[src/rtl/load_store_unit.sv]
// MEM-stage load/store controller: decodes RV32I funct3 into memory size codes,
// splits misaligned accesses into byte accesses, and registers load results for WB.
module load_store_unit #(
    parameter bit SPLIT_MISALIGNED = 1'b1
) (
    input  logic        clk,
    input  logic        reset,
    input  logic        req_valid,
    input  logic        req_load,
    input  logic        req_store,
    input  logic [2:0]  req_funct3,
    input  logic [31:0] req_addr,
    input  logic [31:0] req_wdata,
    input  logic [4:0]  req_rd,
    output logic        stall,
    output logic [31:0] mem_address,
    output logic [31:0] mem_data_in,
    output logic [1:0]  mem_write,
    output logic [1:0]  mem_data,
    input  logic [31:0] mem_rdata,
    output logic        wb_valid,
    output logic [4:0]  wb_rd,
    output logic [31:0] wb_data,
    output logic        misalign_err
);
    typedef enum logic {IDLE = 1'b0, SPLIT = 1'b1} state_t;

    typedef struct packed {
        logic [31:0] addr;
        logic [31:0] wdata;
        logic [2:0]  funct3;
        logic [4:0]  rd;
        logic        load;
    } req_t;

    state_t      state, state_nxt;
    req_t        cap;
    logic [1:0]  idx;
    logic [31:0] acc, acc_nxt, split_ext, aligned_ext;
    logic        is_load, is_store, legal, misal, start_split, last_byte;
    logic [1:0]  sz, last_idx;

    assign is_load  = req_valid & req_load & ~req_store;
    assign is_store = req_valid & req_store & ~req_load;
    assign sz       = req_funct3[1:0];

    always_comb begin
        legal = 1'b0;
        if (is_load)
            legal = req_funct3 inside {3'b000, 3'b001, 3'b010, 3'b100, 3'b101};
        else if (is_store)
            legal = req_funct3 inside {3'b000, 3'b001, 3'b010};
    end

    assign misal       = (sz == 2'b01 && req_addr[0]) || (sz == 2'b10 && req_addr[1:0] != 2'b00);
    assign start_split = SPLIT_MISALIGNED && legal && misal;
    assign last_idx    = (cap.funct3[1:0] == 2'b01) ? 2'd1 : 2'd3;
    assign last_byte   = (state == SPLIT) && (idx == last_idx);

    // State register
    always_ff @(posedge clk) begin
        if (reset) state <= IDLE;
        else       state <= state_nxt;
    end

    // Next-state logic
    always_comb begin
        state_nxt = state;
        case (state)
            IDLE:    if (start_split) state_nxt = SPLIT;
            SPLIT:   if (last_byte)   state_nxt = IDLE;
            default: state_nxt = IDLE;
        endcase
    end

    // Memory-side outputs; everything is quiet during reset so a split store is cut short
    always_comb begin
        mem_address = req_addr;
        mem_data_in = req_wdata;
        mem_write   = 2'b00;
        mem_data    = 2'b10;
        stall       = 1'b0;
        if (!reset) begin
            case (state)
                IDLE: begin
                    if (legal && !misal) begin
                        if (is_store) mem_write = sz + 2'd1;
                        else          mem_data  = sz;
                    end else if (start_split) begin
                        if (is_store) mem_write = 2'b01;
                        else          mem_data  = 2'b00;
                        stall = 1'b1;
                    end
                end
                SPLIT: begin
                    mem_address = cap.addr + {30'd0, idx};
                    mem_data_in = cap.wdata >> {idx, 3'b000};
                    if (cap.load) mem_data  = 2'b00;
                    else          mem_write = 2'b01;
                    stall = !last_byte;
                end
                default: ;
            endcase
        end
    end

    always_comb begin
        acc_nxt = acc;
        acc_nxt[{idx, 3'b000} +: 8] = mem_rdata[7:0];
    end

    always_comb begin
        case (cap.funct3)
            3'b001:  split_ext = {{16{acc_nxt[15]}}, acc_nxt[15:0]};
            3'b101:  split_ext = {16'd0, acc_nxt[15:0]};
            default: split_ext = acc_nxt;
        endcase
    end

    // Memory already sign-extends B/H; only the unsigned forms need zero-extension here
    always_comb begin
        case (req_funct3)
            3'b100:  aligned_ext = {24'd0, mem_rdata[7:0]};
            3'b101:  aligned_ext = {16'd0, mem_rdata[15:0]};
            default: aligned_ext = mem_rdata;
        endcase
    end

    always_ff @(posedge clk) begin
        if (reset) begin
            wb_valid     <= 1'b0;
            wb_rd        <= 5'd0;
            wb_data      <= 32'd0;
            misalign_err <= 1'b0;
            idx          <= 2'd0;
            acc          <= 32'd0;
            cap          <= '0;
        end else begin
            wb_valid     <= 1'b0;
            misalign_err <= 1'b0;
            if (state == IDLE) begin
                if (is_load && !legal) begin
                    wb_valid <= 1'b1;
                    wb_rd    <= req_rd;
                    wb_data  <= 32'd0;
                end else if (legal && !misal && is_load) begin
                    wb_valid <= 1'b1;
                    wb_rd    <= req_rd;
                    wb_data  <= aligned_ext;
                end else if (start_split) begin
                    cap <= '{addr: req_addr, wdata: req_wdata, funct3: req_funct3,
                             rd: req_rd, load: is_load};
                    acc <= {24'd0, mem_rdata[7:0]};
                    idx <= 2'd1;
                end else if (legal && misal) begin
                    misalign_err <= 1'b1;
                end
            end else begin
                acc <= acc_nxt;
                idx <= idx + 2'd1;
                if (last_byte) begin
                    idx <= 2'd0;
                    if (cap.load) begin
                        wb_valid <= 1'b1;
                        wb_rd    <= cap.rd;
                        wb_data  <= split_ext;
                    end
                end
            end
        end
    end
endmodule

[config.mk]
export PLATFORM = sky130hd
export DESIGN_NAME = load_store_unit
export DESIGN_NICKNAME = d
export VERILOG_FILES = /design/src/rtl/load_store_unit.sv
export SDC_FILE = /design/constraint.sdc
export NUM_CORES = 1
export LEC_CHECK = 0
export ABC_AREA = 1
export CORE_MARGIN = 4
export CORE_UTILIZATION = 51
export DETAILED_ROUTE_END_ITERATION = 6
export HOLD_SLACK_MARGIN = 0.12
export PLACE_DENSITY = 0.81
export SLEW_MARGIN = 20
export SYNTH_ARGS = -nofsm -noshare
export SYNTH_HDL_FRONTEND = slang
export SYNTH_SLANG_ARGS = --single-unit
[constraint.sdc]
create_clock -name clk -period 2.89 [get_ports clk]
set_input_delay 0.578 -clock clk [delete_from_list [all_inputs] [get_ports clk]]
set_output_delay 0.578 -clock clk [all_outputs]
set_load 0.03 [all_outputs]
==> results.yml <==
floorplanning:
  die_h_um: 142
  die-area_um2: 20200
  coreArea_um2: 17400
  die_w_um: 142
  io_pins: 217
  rows: 48
  start_util: 0.525
synth:
  synth_sequential_area_ratio: 0.319
  synth_cell_types: 42
  synth.largest_area_cell: "dfxtp_1"
  synth_area_leaders: "dfxtp_1 32%, nand2_1 20%, nor2_1 9.8%"
  synth_common_cells: "478 x nand2_1, 239 x nor2_1, 146 x dfxtp_1"
  synth_ff_type: "dfxtp_1"
  synth_top_area_frac: 0.319
  yosysWarnings: 0
  ys_ff_latch: 146
  synth_enable_flop_cells: 0
  synth_area_per_cell_um2: 6.03
  syn_nets: 1638
  syn_inst: 1518
  synth-async-reset-ratio: 0
  yosysMostFrequentCell: "nand2_1"
  netlist_area_um2: 9150
placed_design:
  place_ws_ps: -79.9
  dp_hpwl_um: 20700
  place_area_um2: 11400
  numPortBuffers: 215
  gp_congestion: 0.984
run:
  cap_violations: 0
setup_path:
  critPathTopFamily: "compound AO/OA/AOI/OAI gates"
  critical-path-max-stage-delay_ps: 320
  crit_top_cell: "nand2_1"
  r2r_slack_ps: 350
  slowest_stage: "dfxtp_1"
  path_buf_inv: 3
  crit_path_end_kind: "output pin"
  worstReg2RegStart: "idx[0]"
  cp.required_ps: 2310
  cp_data_arrival_time_ps: 2410
  startpoint_type: "register"
  worstPathCellList: "buf_4, ha_1, nand2_1, o21ai_4, buf_12, nand4_1, o21ai_1, nand2_1, a21oi_2, buf_6"
  criticalPathCategory: "reg2out"
  critPathLaunch: "idx[1]"
  path_max_fanout: 4
final_layout:
  nFillCells: 1563
  drive_gt1_frac: 0.129
  antenna_cells: 0
  final_area_um2: 12400
  finish.utilization: 0.711
  synthToLayoutAreaGrowth_pct: 35.3
  fin_nets: 1842
status:
  status: "complete, but fails checks"
  violations: "setup timing"
detailed_routing:
  viasPerCell: 5.35
  first_pass_iters: 5
  drtIter0Drc: 935
  drtAntennaViolNets: 0
  wl_per_cell_um: 15.1
  via_count: 10500
  wirelength_um: 29600
  post-route-drc-count: 0
clock_network:
  cts-root-buf: "clkbuf_16"
  cts_tree: "built"
  h-tree-depth: 4
  numCtsBuffers: 17
  clock_sinks: 146
  clock_latency_ps: 420
  clkTransAtPathRegs_ps: 60
  clock_path_buffers: 2
sta:
  worstMarginPinSlew_ps: 937
  maxSlewViolCount: 0
  period_share: 1.04
  timing.fmax_ghz: 0.334
  period_needed_ps: 2990
  setup_viol: 10
  hold_viol: 0
  worst_clock_skew_ps: 6.22
  hold_slack_ps: 462
  relSlewSlack: 0.376
  worst_slack_ps: -102
  rsz0062_at_grt: "true"
pwr:
  cellPowerDensity_nw_per_um2: 422
  ir_drop_v: 0.000429
  leakagePower_nw: 5.53
global_routing:
  grt-ovfl-total: 0
  grt_start_max_net_pins: 95
  grt_pass1_wl_um: 47300
  grt_pass1_vias: 9723
  antenna_found_initial: 0
  groute.usage.overall: 0.286
worst_hold_path:
  min_path_type: "reg2reg"
  hp-start: "acc[7]"
[final cells by class]
class                   count  area [um2]  area share
flip-flops and latches    146        2930       0.236
repair buffers            272        2580       0.208
clock buffers              19         433      0.0350
multi-input cells        1135        5460       0.441
well taps                 225         282      0.0227
inverters                 150         571      0.0461
clock inverters            13         136      0.0110
[sequential cells by signal (all words and copies together), names as in the netlist]
register / flops
idx: 2
acc: 32
state: 1
wb_data: 32
cap: 73
wb_rd: 5
wb_valid: 1
[routing by layer]
metal	GRT usage	vias to the layer above	share of wire
met5	0	-	0
met4	0.104	0	0.036
met3	0.0531	85	0.071
met2	0.487	430	0.47
met1	0.363	4759	0.42
li1	-	5221	-
[worst min-delay path, cell delays in order (launching register included)]
cell and delay [ps]:
dfxtp_1 310, nand2_1 60, a21oi_1 50
[kinds of logic (layout without fill, tap and decap cells)]
group,count (synthesis),in the layout,share of synthesized area
xor+xnor,11,11,0.0105
mux,4,4,0.00438
flops,146,146,0.319
buf+inv,237,454,0.112
fa+ha+maj,11,11,0.0159
compound gates,261,261,0.156
other cells,1,1,0.000410
simple gates,847,847,0.381
[where the power goes]
group          internal, mW  switching (mW)  leakage [nW]  total, mW
Sequential             2.06          0.0326          1.18       2.10
Clock                  1.27           0.904         0.269       2.17
Combinational         0.411           0.549          4.08      0.960
[per-stage QoR]
step / TNS (ps) / std cells / power, mW
after detailed placement: -231 / 1918 / 3.07
after CTS: -585 / 1956 / 5.23
after global placement: -46.8 / 1918 / 3.06
after floorplan: 0 / 1518 / 2.65
final: -402 / 1960 / 5.23
after global routing: -2800 / 1960 / 5.44
[final timing paths]
path	endpoint	depth (start not counted)
worst max register to register	acc[7]	11
worst min register to register	acc[7]	2
worst max-delay path	mem_address[17]	10
worst min-delay path	acc[7]	2
[cell usage in the layout (no fill, tap or decap), drive strengths merged, types with 2 or more instances in the layout]
cell,count
clkbuf,19
nand3,55
nand3b,28
a21boi,8
clkinv,6
nor3,17
or2,2
nand4,17
o211ai,3
inv,151
o21ai,147
bufinv,2
o221ai,15
xor2,11
buf,126
nor2,246
nand2,481
ha,10
a21oi,83
mux2i,4
dfxtp,146
clkinvlp,4
clkdlybuf4s50,144
[timing repair]
item,CTS,global route
pin swaps,15,14
resized for setup,47,36
hold buffers,0,0
buffers inserted,6,4
gates cloned,0,0
setup endpoints to repair,26,48
hold endpoints to repair,0,0
Note: power is estimated with default switching activity, not from simulation.
